**config.mk**
```make
export PLATFORM = sky130hd
export DESIGN_NAME = march_bist_controller
export DESIGN_NICKNAME = d
export VERILOG_FILES = /design/src/rtl/march_pkg.sv /design/src/rtl/march_bist_controller_read_checker.sv /design/src/rtl/march_bist_controller.sv
export SDC_FILE = /design/constraint.sdc
export NUM_CORES = 1
export LEC_CHECK = 0
export ABC_AREA = 1
export CAP_MARGIN = 20
export CORE_ASPECT_RATIO = 0.9
export CORE_MARGIN = 3
export CORE_UTILIZATION = 60
export CTS_BUF_LIST = sky130_fd_sc_hd__clkbuf_16
export DETAILED_ROUTE_END_ITERATION = 8
export PLACE_DENSITY = 0.82
export SLEW_MARGIN = 25
export SYNTH_ARGS = -nofsm -noshare
export SYNTH_HDL_FRONTEND = slang
export SYNTH_SLANG_ARGS = --single-unit
```
**constraint.sdc**
```tcl
create_clock -name Clock -period 4.5 [get_ports Clock]
set_input_delay 0.9 -clock Clock [delete_from_list [all_inputs] [get_ports Clock]]
set_output_delay 0.9 -clock Clock [all_outputs]
set_load 0.01 [all_outputs]
```
**src/rtl/march_pkg.sv**
```systemverilog
// Shared types and March C- element tables for the BIST sequencer and read checker.
package march_pkg;

  typedef enum logic [1:0] {
    IDLE,
    RUN,
    DRAIN,
    DONE
  } state_t;

  // March element indices
  localparam logic [2:0] M0 = 3'd0;
  localparam logic [2:0] M1 = 3'd1;
  localparam logic [2:0] M2 = 3'd2;
  localparam logic [2:0] M3 = 3'd3;
  localparam logic [2:0] M4 = 3'd4;
  localparam logic [2:0] M5 = 3'd5;

  // Background selectors; replicated to the word width by the user
  localparam logic BG0 = 1'b0;
  localparam logic BG1 = 1'b1;

  // Per-element tables, bit n describes element Mn
  localparam logic [5:0] ELEM_DOWN    = 6'b111000;  // M3..M5 sweep downwards
  localparam logic [5:0] ELEM_TWO_OPS = 6'b011110;  // M1..M4 are (read, write)
  localparam logic [5:0] ELEM_RD_BG   = 6'b010100;  // M2, M4 read back "1"
  localparam logic [5:0] ELEM_WR_BG   = 6'b001010;  // M1, M3 write "1"

  function automatic logic elem_down(input logic [2:0] e);
    return ELEM_DOWN[e];
  endfunction

  function automatic logic elem_two_ops(input logic [2:0] e);
    return ELEM_TWO_OPS[e];
  endfunction

  function automatic logic elem_rd_bg(input logic [2:0] e);
    return ELEM_RD_BG[e] ? BG1 : BG0;
  endfunction

  function automatic logic elem_wr_bg(input logic [2:0] e);
    return ELEM_WR_BG[e] ? BG1 : BG0;
  endfunction

endpackage

```
**src/rtl/march_bist_controller_read_checker.sv**
```systemverilog
// Latency-matched read checker: delays expected data alongside the SRAM read
// and accumulates sticky fail, first-failure location and saturating error count.
module march_read_checker #(
  parameter int ADDR_W = 8,
  parameter int DATA_W = 4,
  parameter int RD_LAT = 1
) (
  input  logic              Clock,
  input  logic              Reset,
  input  logic              clear,
  input  logic              in_valid,
  input  logic [DATA_W-1:0] in_exp,
  input  logic [ADDR_W-1:0] in_addr,
  input  logic [2:0]        in_elem,
  input  logic [DATA_W-1:0] mem_dout,
  output logic              fail,
  output logic [ADDR_W-1:0] fail_addr,
  output logic [2:0]        fail_elem,
  output logic [7:0]        err_count
);

  logic [RD_LAT-1:0] p_valid;
  logic [DATA_W-1:0] p_exp  [RD_LAT];
  logic [ADDR_W-1:0] p_addr [RD_LAT];
  logic [2:0]        p_elem [RD_LAT];
  logic              mismatch;

  // Shift read descriptors so the tail lines up with mem_dout
  always_ff @(posedge Clock or posedge Reset) begin
    if (Reset) begin
      p_valid <= '0;
      for (int unsigned i = 0; i < RD_LAT; i++) begin
        p_exp[i]  <= '0;
        p_addr[i] <= '0;
        p_elem[i] <= '0;
      end
    end else begin
      p_valid[0] <= in_valid & ~clear;
      p_exp[0]   <= in_exp;
      p_addr[0]  <= in_addr;
      p_elem[0]  <= in_elem;
      for (int unsigned i = 1; i < RD_LAT; i++) begin
        p_valid[i] <= p_valid[i-1] & ~clear;
        p_exp[i]   <= p_exp[i-1];
        p_addr[i]  <= p_addr[i-1];
        p_elem[i]  <= p_elem[i-1];
      end
    end
  end

  // Compare the emerging read against the returned SRAM word
  always_comb begin
    mismatch = p_valid[RD_LAT-1] && (mem_dout != p_exp[RD_LAT-1]);
  end

  // Register results: sticky fail with first-failure capture, saturating count
  always_ff @(posedge Clock or posedge Reset) begin
    if (Reset) begin
      fail      <= 1'b0;
      fail_addr <= '0;
      fail_elem <= '0;
      err_count <= '0;
    end else if (clear) begin
      fail      <= 1'b0;
      fail_addr <= '0;
      fail_elem <= '0;
      err_count <= '0;
    end else if (mismatch) begin
      if (err_count != '1) err_count <= err_count + 8'd1;
      if (!fail) begin
        fail      <= 1'b1;
        fail_addr <= p_addr[RD_LAT-1];
        fail_elem <= p_elem[RD_LAT-1];
      end
    end
  end

endmodule

```
**src/rtl/march_bist_controller.sv**
```systemverilog
// March C- BIST sequencer: walks the six elements over the SRAM, one operation
// per cycle, and hands each read to the latency-matched checker.
module march_bist_controller
  import march_pkg::*;
#(
  parameter int ADDR_W = 8,
  parameter int DATA_W = 4,
  parameter int RD_LAT = 1
) (
  input  logic              Clock,
  input  logic              Reset,
  input  logic              start,
  output logic [ADDR_W-1:0] mem_addr,
  output logic              mem_we,
  output logic [DATA_W-1:0] mem_din,
  input  logic [DATA_W-1:0] mem_dout,
  output logic              busy,
  output logic              done,
  output logic              fail,
  output logic [ADDR_W-1:0] fail_addr,
  output logic [2:0]        fail_elem,
  output logic [7:0]        err_count
);

  localparam logic [1:0] DRAIN_LAST = 2'(RD_LAT);

  state_t            state;
  logic [2:0]        elem;
  logic              op;
  logic [ADDR_W-1:0] addr;
  logic [1:0]        drain_cnt;
  logic              iss_rd;
  logic [DATA_W-1:0] iss_exp;
  logic [2:0]        iss_elem;
  logic              clear;
  logic              is_down;
  logic              is_read;
  logic              last_op;
  logic              last_addr;
  logic [2:0]        next_elem;

  function automatic logic [DATA_W-1:0] bg(input logic b);
    return {DATA_W{b}};
  endfunction

  // Decode the current (element, op, address) position
  always_comb begin
    is_down   = elem_down(elem);
    is_read   = (elem != M0) && !op;
    last_op   = elem_two_ops(elem) ? op : 1'b1;
    // Sweep end is an explicit compare so the down-sweep never relies on wrap
    last_addr = is_down ? (addr == '0) : (addr == '1);
    next_elem = elem + 3'd1;
    clear     = start && ((state == IDLE) || (state == DONE));
  end

  // Sequencer FSM with registered SRAM-side outputs
  always_ff @(posedge Clock or posedge Reset) begin
    if (Reset) begin
      state     <= IDLE;
      elem      <= M0;
      op        <= 1'b0;
      addr      <= '0;
      drain_cnt <= '0;
      mem_addr  <= '0;
      mem_we    <= 1'b0;
      mem_din   <= '0;
      busy      <= 1'b0;
      done      <= 1'b0;
      iss_rd    <= 1'b0;
      iss_exp   <= '0;
      iss_elem  <= '0;
    end else begin
      case (state)
        IDLE, DONE: begin
          if (start) begin
            state <= RUN;
            elem  <= M0;
            op    <= 1'b0;
            addr  <= '0;
            done  <= 1'b0;
          end
        end
        RUN: begin
          busy     <= 1'b1;
          mem_addr <= addr;
          mem_we   <= !is_read;
          mem_din  <= is_read ? '0 : bg(elem_wr_bg(elem));
          iss_rd   <= is_read;
          iss_exp  <= is_read ? bg(elem_rd_bg(elem)) : '0;
          iss_elem <= elem;
          if (!last_op) begin
            op <= 1'b1;
          end else begin
            op <= 1'b0;
            if (!last_addr) begin
              addr <= is_down ? addr - 1'b1 : addr + 1'b1;
            end else if (elem == M5) begin
              state     <= DRAIN;
              drain_cnt <= '0;
            end else begin
              elem <= next_elem;
              addr <= elem_down(next_elem) ? '1 : '0;
            end
          end
        end
        DRAIN: begin
          mem_we  <= 1'b0;
          mem_din <= '0;
          iss_rd  <= 1'b0;
          if (drain_cnt == DRAIN_LAST) begin
            state <= DONE;
            busy  <= 1'b0;
            done  <= 1'b1;
          end else begin
            drain_cnt <= drain_cnt + 2'd1;
          end
        end
        default: state <= IDLE;
      endcase
    end
  end

  march_read_checker #(
    .ADDR_W(ADDR_W),
    .DATA_W(DATA_W),
    .RD_LAT(RD_LAT)
  ) u_checker (
    .Clock    (Clock),
    .Reset    (Reset),
    .clear    (clear),
    .in_valid (iss_rd),
    .in_exp   (iss_exp),
    .in_addr  (mem_addr),
    .in_elem  (iss_elem),
    .mem_dout (mem_dout),
    .fail     (fail),
    .fail_addr(fail_addr),
    .fail_elem(fail_elem),
    .err_count(err_count)
  );

endmodule
```
; Word-level counts from Yosys, hierarchy flattened
; Memories as Yosys holds them, arrays and structs flattened.
; Index checks and enable logic that the tools add are counted.
[word_totals]
inputBits = 7
register_bits = 75
mem_bits_ro = 40
wordCells = 131
n_memories = 5
[mem_list]
columns = name, words, word_bits, rd, rd_clocked_by_memory_dff, write_ports, line
row1 = (name not given), 8, 1, 1, 0, 0, march_pkg.sv:30  ; return ELEM_DOWN[e];
row2 = (name not given), 8, 1, 1, 0, 0, march_pkg.sv:38  ; return ELEM_RD_BG[e] ? BG1 : BG0;
row3 = (name not given), 8, 1, 1, 0, 0, march_pkg.sv:42  ; return ELEM_WR_BG[e] ? BG1 : BG0;
row4 = (name not given), 8, 1, 1, 0, 0, march_pkg.sv:34  ; return ELEM_TWO_OPS[e];
row5 = (name not given), 8, 1, 1, 0, 0, march_pkg.sv:30
[op_classes]
order_cmp = 2
n_bitwise = 2
reduce_logical = 24
n_eq_ne = 17
n_addsub = 5
muxes = 55
[op_table]
columns = cell, n
row1 = $mux 8, 12
row2 = $mux 3, 7
row3 = $mux 2, 9
row4 = $add 8x1->8 const B, 2
row5 = $pmux 8 s2, 1
row6 = $mux 1, 15
row7 = $reduce_and 5->1, 3
row8 = $ne 2x2->1 const B, 7
row9 = $pmux 1 s2, 5
row10 = $reduce_bool 2->1, 5
row11 = $eq 8x8->1 const B, 1
row12 = $logic_not 8->1, 1
row13 = $lt 3x4->1 const B, 2
row14 = $mux 4, 2
row15 = $ne 8x8->1 const B, 1
row16 = $pmux 4 s2, 1
row17 = $reduce_and 2->1, 4
row18 = $sub 8x1->8 const B, 1
row19 = $pmux 2 s3, 1
row20 = $pmux 3 s2, 1
row21 = $eq 2x1->1 const B, 2
row22 = $eq 2x2->1 const B, 2
row23 = $ne 4x4->1, 1
row24 = $pmux 2 s2, 1
row25 = 15 further kinds, 18

; Logic depth before layout (Yosys ltp)
[depth]
depth_word = 8
depth_mapped = 15
mapped_depth_nobuf = 15

; By module
; Synthesis repeated with hierarchy kept, for this count alone.
[hier_totals]
cells_unflattened = 451
area_unflattened_um2 = 3662.3
[by_module_without_submodules]
columns = mod, cells_each, n_inst, area_each_um2
row1 = march_bist_controller, 264, 1, 2062.0
row2 = march_read_checker, 187, 1, 1600.3

; Worst setup path before layout
; OpenSTA, ideal clock, no wires.
[synth_path]
kind = flip-flop to flip-flop
startpoint = register elem[0]
endpoint = register addr[4]
setup_time_ns = 0.117
path_stages_with_launch = 13
path_buffers = 0
synth_period_minus_slack_ns = 2.000
t_required_ns = 4.383
path_slack_ns = 2.500
arrival_time_ns = 1.882
path_cell_list = dfrtp_1 > ha_1 > inv_1 > ha_1 > inv_1 > ha_1 > nand2_1 > nand2_1 > a21oi_1 > xor2_1 > nand2_1 > nand3_1 > nand2_1
[synth_via]
elab_chain_cells = 8
elab_cells_between_ends = 19
[synth_lines]
columns = element, line
row1 = from (decl), march_bist_controller.sv:28  ; logic [2:0] elem;
row2 = from (signal assigned), march_bist_controller.sv:102  ; elem <= next_elem;
row3 = $add 3x1->3, march_bist_controller.sv:53  ; next_elem = elem + 3'd1;
row4 = $mem_v2 8x1, --
row5 = $mux 1 (implied by the code), march_pkg.sv:30
row6 = $mux 8, march_bist_controller.sv:103  ; addr <= elem_down(next_elem) ? '1 : '0;
row7 = $mux 8, march_bist_controller.sv:98  ; end else if (elem == M5) begin
row8 = $mux 8, march_bist_controller.sv:96  ; if (!last_addr) begin
row9 = $mux 8, march_bist_controller.sv:92  ; if (!last_op) begin
row10 = $pmux 8 s2, march_bist_controller.sv:74  ; case (state)
row11 = to (signal assigned), march_bist_controller.sv:97  ; addr <= is_down ? addr - 1'b1 : addr + 1'b1;
row12 = to (signal assigned), march_bist_controller.sv:103
row13 = to (decl), march_bist_controller.sv:30  ; logic [ADDR_W-1:0] addr;
; Several ways; a longest one is shown, not always the timed one. The select of a mux whose other input is x is not followed.
; A chain may end at the register's enable or synchronous reset.

; Worst setup path in the final report
[layout_path]
startpoint = input start
endpoint = register u_checker.fail_addr[5]
[layout_via]
elab_chain_cells = 3
elab_cells_between_ends = 5
[layout_lines]
columns = element, line
row1 = from (decl), march_bist_controller.sv:12  ; input logic start,
row2 = $logic_and 1x1->1 (*), march_bist_controller.sv:54  ; clear = start && ((state == IDLE) || (state == DONE));
row3 = $ne 2x1->1 (no line) or $reduce_bool 2->1 (tied branches), --
row4 = $reduce_and 2->1 (no line), --
row5 = to (signal assigned), march_bist_controller_read_checker.sv:72  ; fail_addr <= p_addr[RD_LAT-1];
row6 = to (decl), march_bist_controller_read_checker.sv:17  ; output logic [ADDR_W-1:0] fail_addr,
; Every way passes the cells marked *; elsewhere a longest branch is shown, timed or not.

==> results.ini <==
[placed_design]
pre_cts_ws_ns = 1.33
gp_congestion = 0.868
dpl_cell_area_um2 = 3860
port_buffers = 41
dp_hpwl_um = 4840

[global_routing]
grt_max_degree = 37
grt_pass1_vias = 2572
grt_pass1_wl_um = 12100
grt_use_total_pct = 23.0
antenna_found_initial = 0
grt_remaining_overflow = 0

[timing]
worst_pin_slew_ns = 0.813
hold_ws_ns = 0.378
setup_ws_ns = 1.63
max_freq_mhz = 348
slew_violations = 0
slew_headroom_pct = 45.7
timing.final.crit_share_pct = 63.8
period_minus_slack_ns = 2.87
finalHoldViolations = 0
rsz0062_at_grt = no
finClkSkew_ns = 0.00852
timing.setup.tns_ns = 0
setup_viol = 0

[synthesis]
synthCells = 413
synth.distinct_cells = 34
synthArstFlopShare_pct = 100
avgSynthCellArea_um2 = 8.29
syn-num-nets = 438
yosysTopAreaCell = dfrtp_1
synth-seq-cells = 66
synthDominantCellAreaShare_pct = 48.3
synth_warnings = 0
yosysSeqAreaShare_pct = 48.3
synthFlopType = dfrtp_1
synth_area_um2 = 3420
synthTopCellsByArea = dfrtp_1 48%, nand2_1 15%, nand3_1 6.4%
synth_edf_count = 0

[finish]
final_common_cell = nand2_1
final_nets = 480
layout-drive-gt1-share_pct = 8.04
area_growth_pct = 21.7
final_area_um2 = 4170
fillCellCount = 375
final_cell_mix = 141 x nand2_1, 66 x dfrtp_1, 44 x nand3_1, 41 x clkdlybuf4s50_1, 40 x inv_1
diodes = 0

[run_status]
outcome = completed

[critical_path]
critPathMaxFanout = 22
worst_ep_required_time_ns = 4.76
cp-start-kind = input pin
cp-end-kind = flop
worstSetupStartpoint = start
arrival_ns = 3.13
crit_type = input pin to flop
r2r-start = state[0]

[pwr]
combinationalPowerShare_pct = 40.0
p_sw_share_pct = 40.5
power_w = 0.00272
power_leakage_nw = 2.18
irDropWorstVdd_uv = 443
cell_internal_pwr_w = 0.00162
p_switching_w = 0.00110
p_per_area_nw_per_um2 = 652
seqPwrFrac_pct = 33.8
p_clk_share_pct = 26.2

[clock_tree]
cts_buffers = 9
cts_tree = done
cts_resized = 0
cts.clk_slew.worst_paths_ns = 0.06
insertion_delay_ns = 0.33
hold_buffers = 0
post_cts_buffers = 0
cts-htree-levels = 3
root_buffer = clkbuf_16
clock-sinks = 66
clockBufferDepth = 2

[drt]
routed_wl_um = 7110
avgViaCountPerCell = 5.26
ant_nets = 0
wl_per_cell_um = 13.5
vias = 2774
drt-initial-drc-count = 174
first_pass_iters = 4
route.detailed.drc = 0

[worst_hold_path]
hold_start = iss_elem[1]
hp-class = flop to flop

[run]
maxCapViolations = 0

[floorplanning]
die_x_um = 85.6
die_h_um = 77.6
io_pins = 42
core_area_um2 = 5380
die_area_um2 = 6650
rows = 25
start_util_pct = 63.6

through the flow:
stage               std cells  utilization, %
floorplan                 413               -
CTS                       527            77.4
detailed placement        511            71.7
global route              527            77.4
global placement          511            71.7
finish                    527            77.4
power groups by stage:
| stage | Clock, W | Sequential [W] | Combinational (W) |
|---|---|---|---|
| after floorplan | 0 | 0.000919 | 0.000751 |
| after global placement | 0 | 0.000916 | 0.00104 |
| after detailed placement | 0 | 0.000922 | 0.00107 |
| after CTS | 0.000721 | 0.000916 | 0.00109 |
| after global routing | 0.000751 | 0.000940 | 0.00121 |
| final | 0.000710 | 0.000918 | 0.00109 |
worst max-delay path, cell delays in order:
cell and delay [ns]:
clkdlybuf4s50_1 0.42, nand2_1 0.61, inv_1 0.37, nor2_1 0.61
nand2_1 0.13, nand2_1 0.09
state kept, by name (all words and copies together) (netlist names), 2 cells and up:
signal,count
u_checker.fail_elem,3
iss_elem,3
u_checker.err_count,8
mem_addr,8
addr,8
u_checker.p_addr,8
drain_cnt,2
elem,3
u_checker.p_elem,3
u_checker.fail_addr,8
state,2
metal layers:
metal	routed length (um)	track usage, %	share of wire [%]	vias to the layer above
met5	0	0	0	-
met4	68	8.70	0.96	0
met3	339	5.20	4.8	10
met2	3470	37.2	49	74
met1	3240	30.1	45	1297
li1	-	-	-	1393
path summary, 6_finish.rpt:
check                                    endpoint  slack, ns  cells past startpoint
hold reg to reg               u_checker.p_elem[1]       0.38                      0
setup / recovery           u_checker.fail_addr[5]       1.63                      6
hold / removal                u_checker.p_elem[1]       0.38                      0
setup reg to reg           u_checker.fail_addr[5]       1.74                      7
max in group asynchronous  u_checker.err_count[0]       2.60                      3
min in group asynchronous                  mem_we       1.03                      2
logic make-up after synthesis:
family	synth area share (%)
AOI/OAI and AO/OA	5.19
xor gates and xnor gates	2.05
DFF	48.3
adders and majority gates	6.80
buffers and inverters	6.65
and+or+nand+nor	31.0
cell usage after synthesis (2+ instances only):
library cell / number
clkbuf_1: 4
nand3_1: 44
buf_4: 4
dfrtp_1: 66
a21oi_1: 7
xor2_1: 5
ha_1: 17
nor3_1: 3
nor2_1: 30
nand2_4: 4
nand2_2: 2
nor2_4: 3
o21ai_0: 10
buf_2: 2
o21a_1: 2
o31ai_1: 2
nand2_1: 141
xnor2_1: 3
inv_2: 2
nand4_1: 7
o21ai_1: 2
inv_1: 41
layout make-up:
type / count / area, um^2 / area share (%)
tap: 67 / 83.8 / 2.01
sequential: 66 / 1650 / 39.7
clock inverter: 7 / 82.6 / 1.98
inverter: 43 / 161 / 3.88
timing repair buffer: 42 / 418 / 10.0
multi-input combinational: 293 / 1540 / 37.0
clock buffer: 9 / 225 / 5.41
Power figures use the tool's default switching activity.
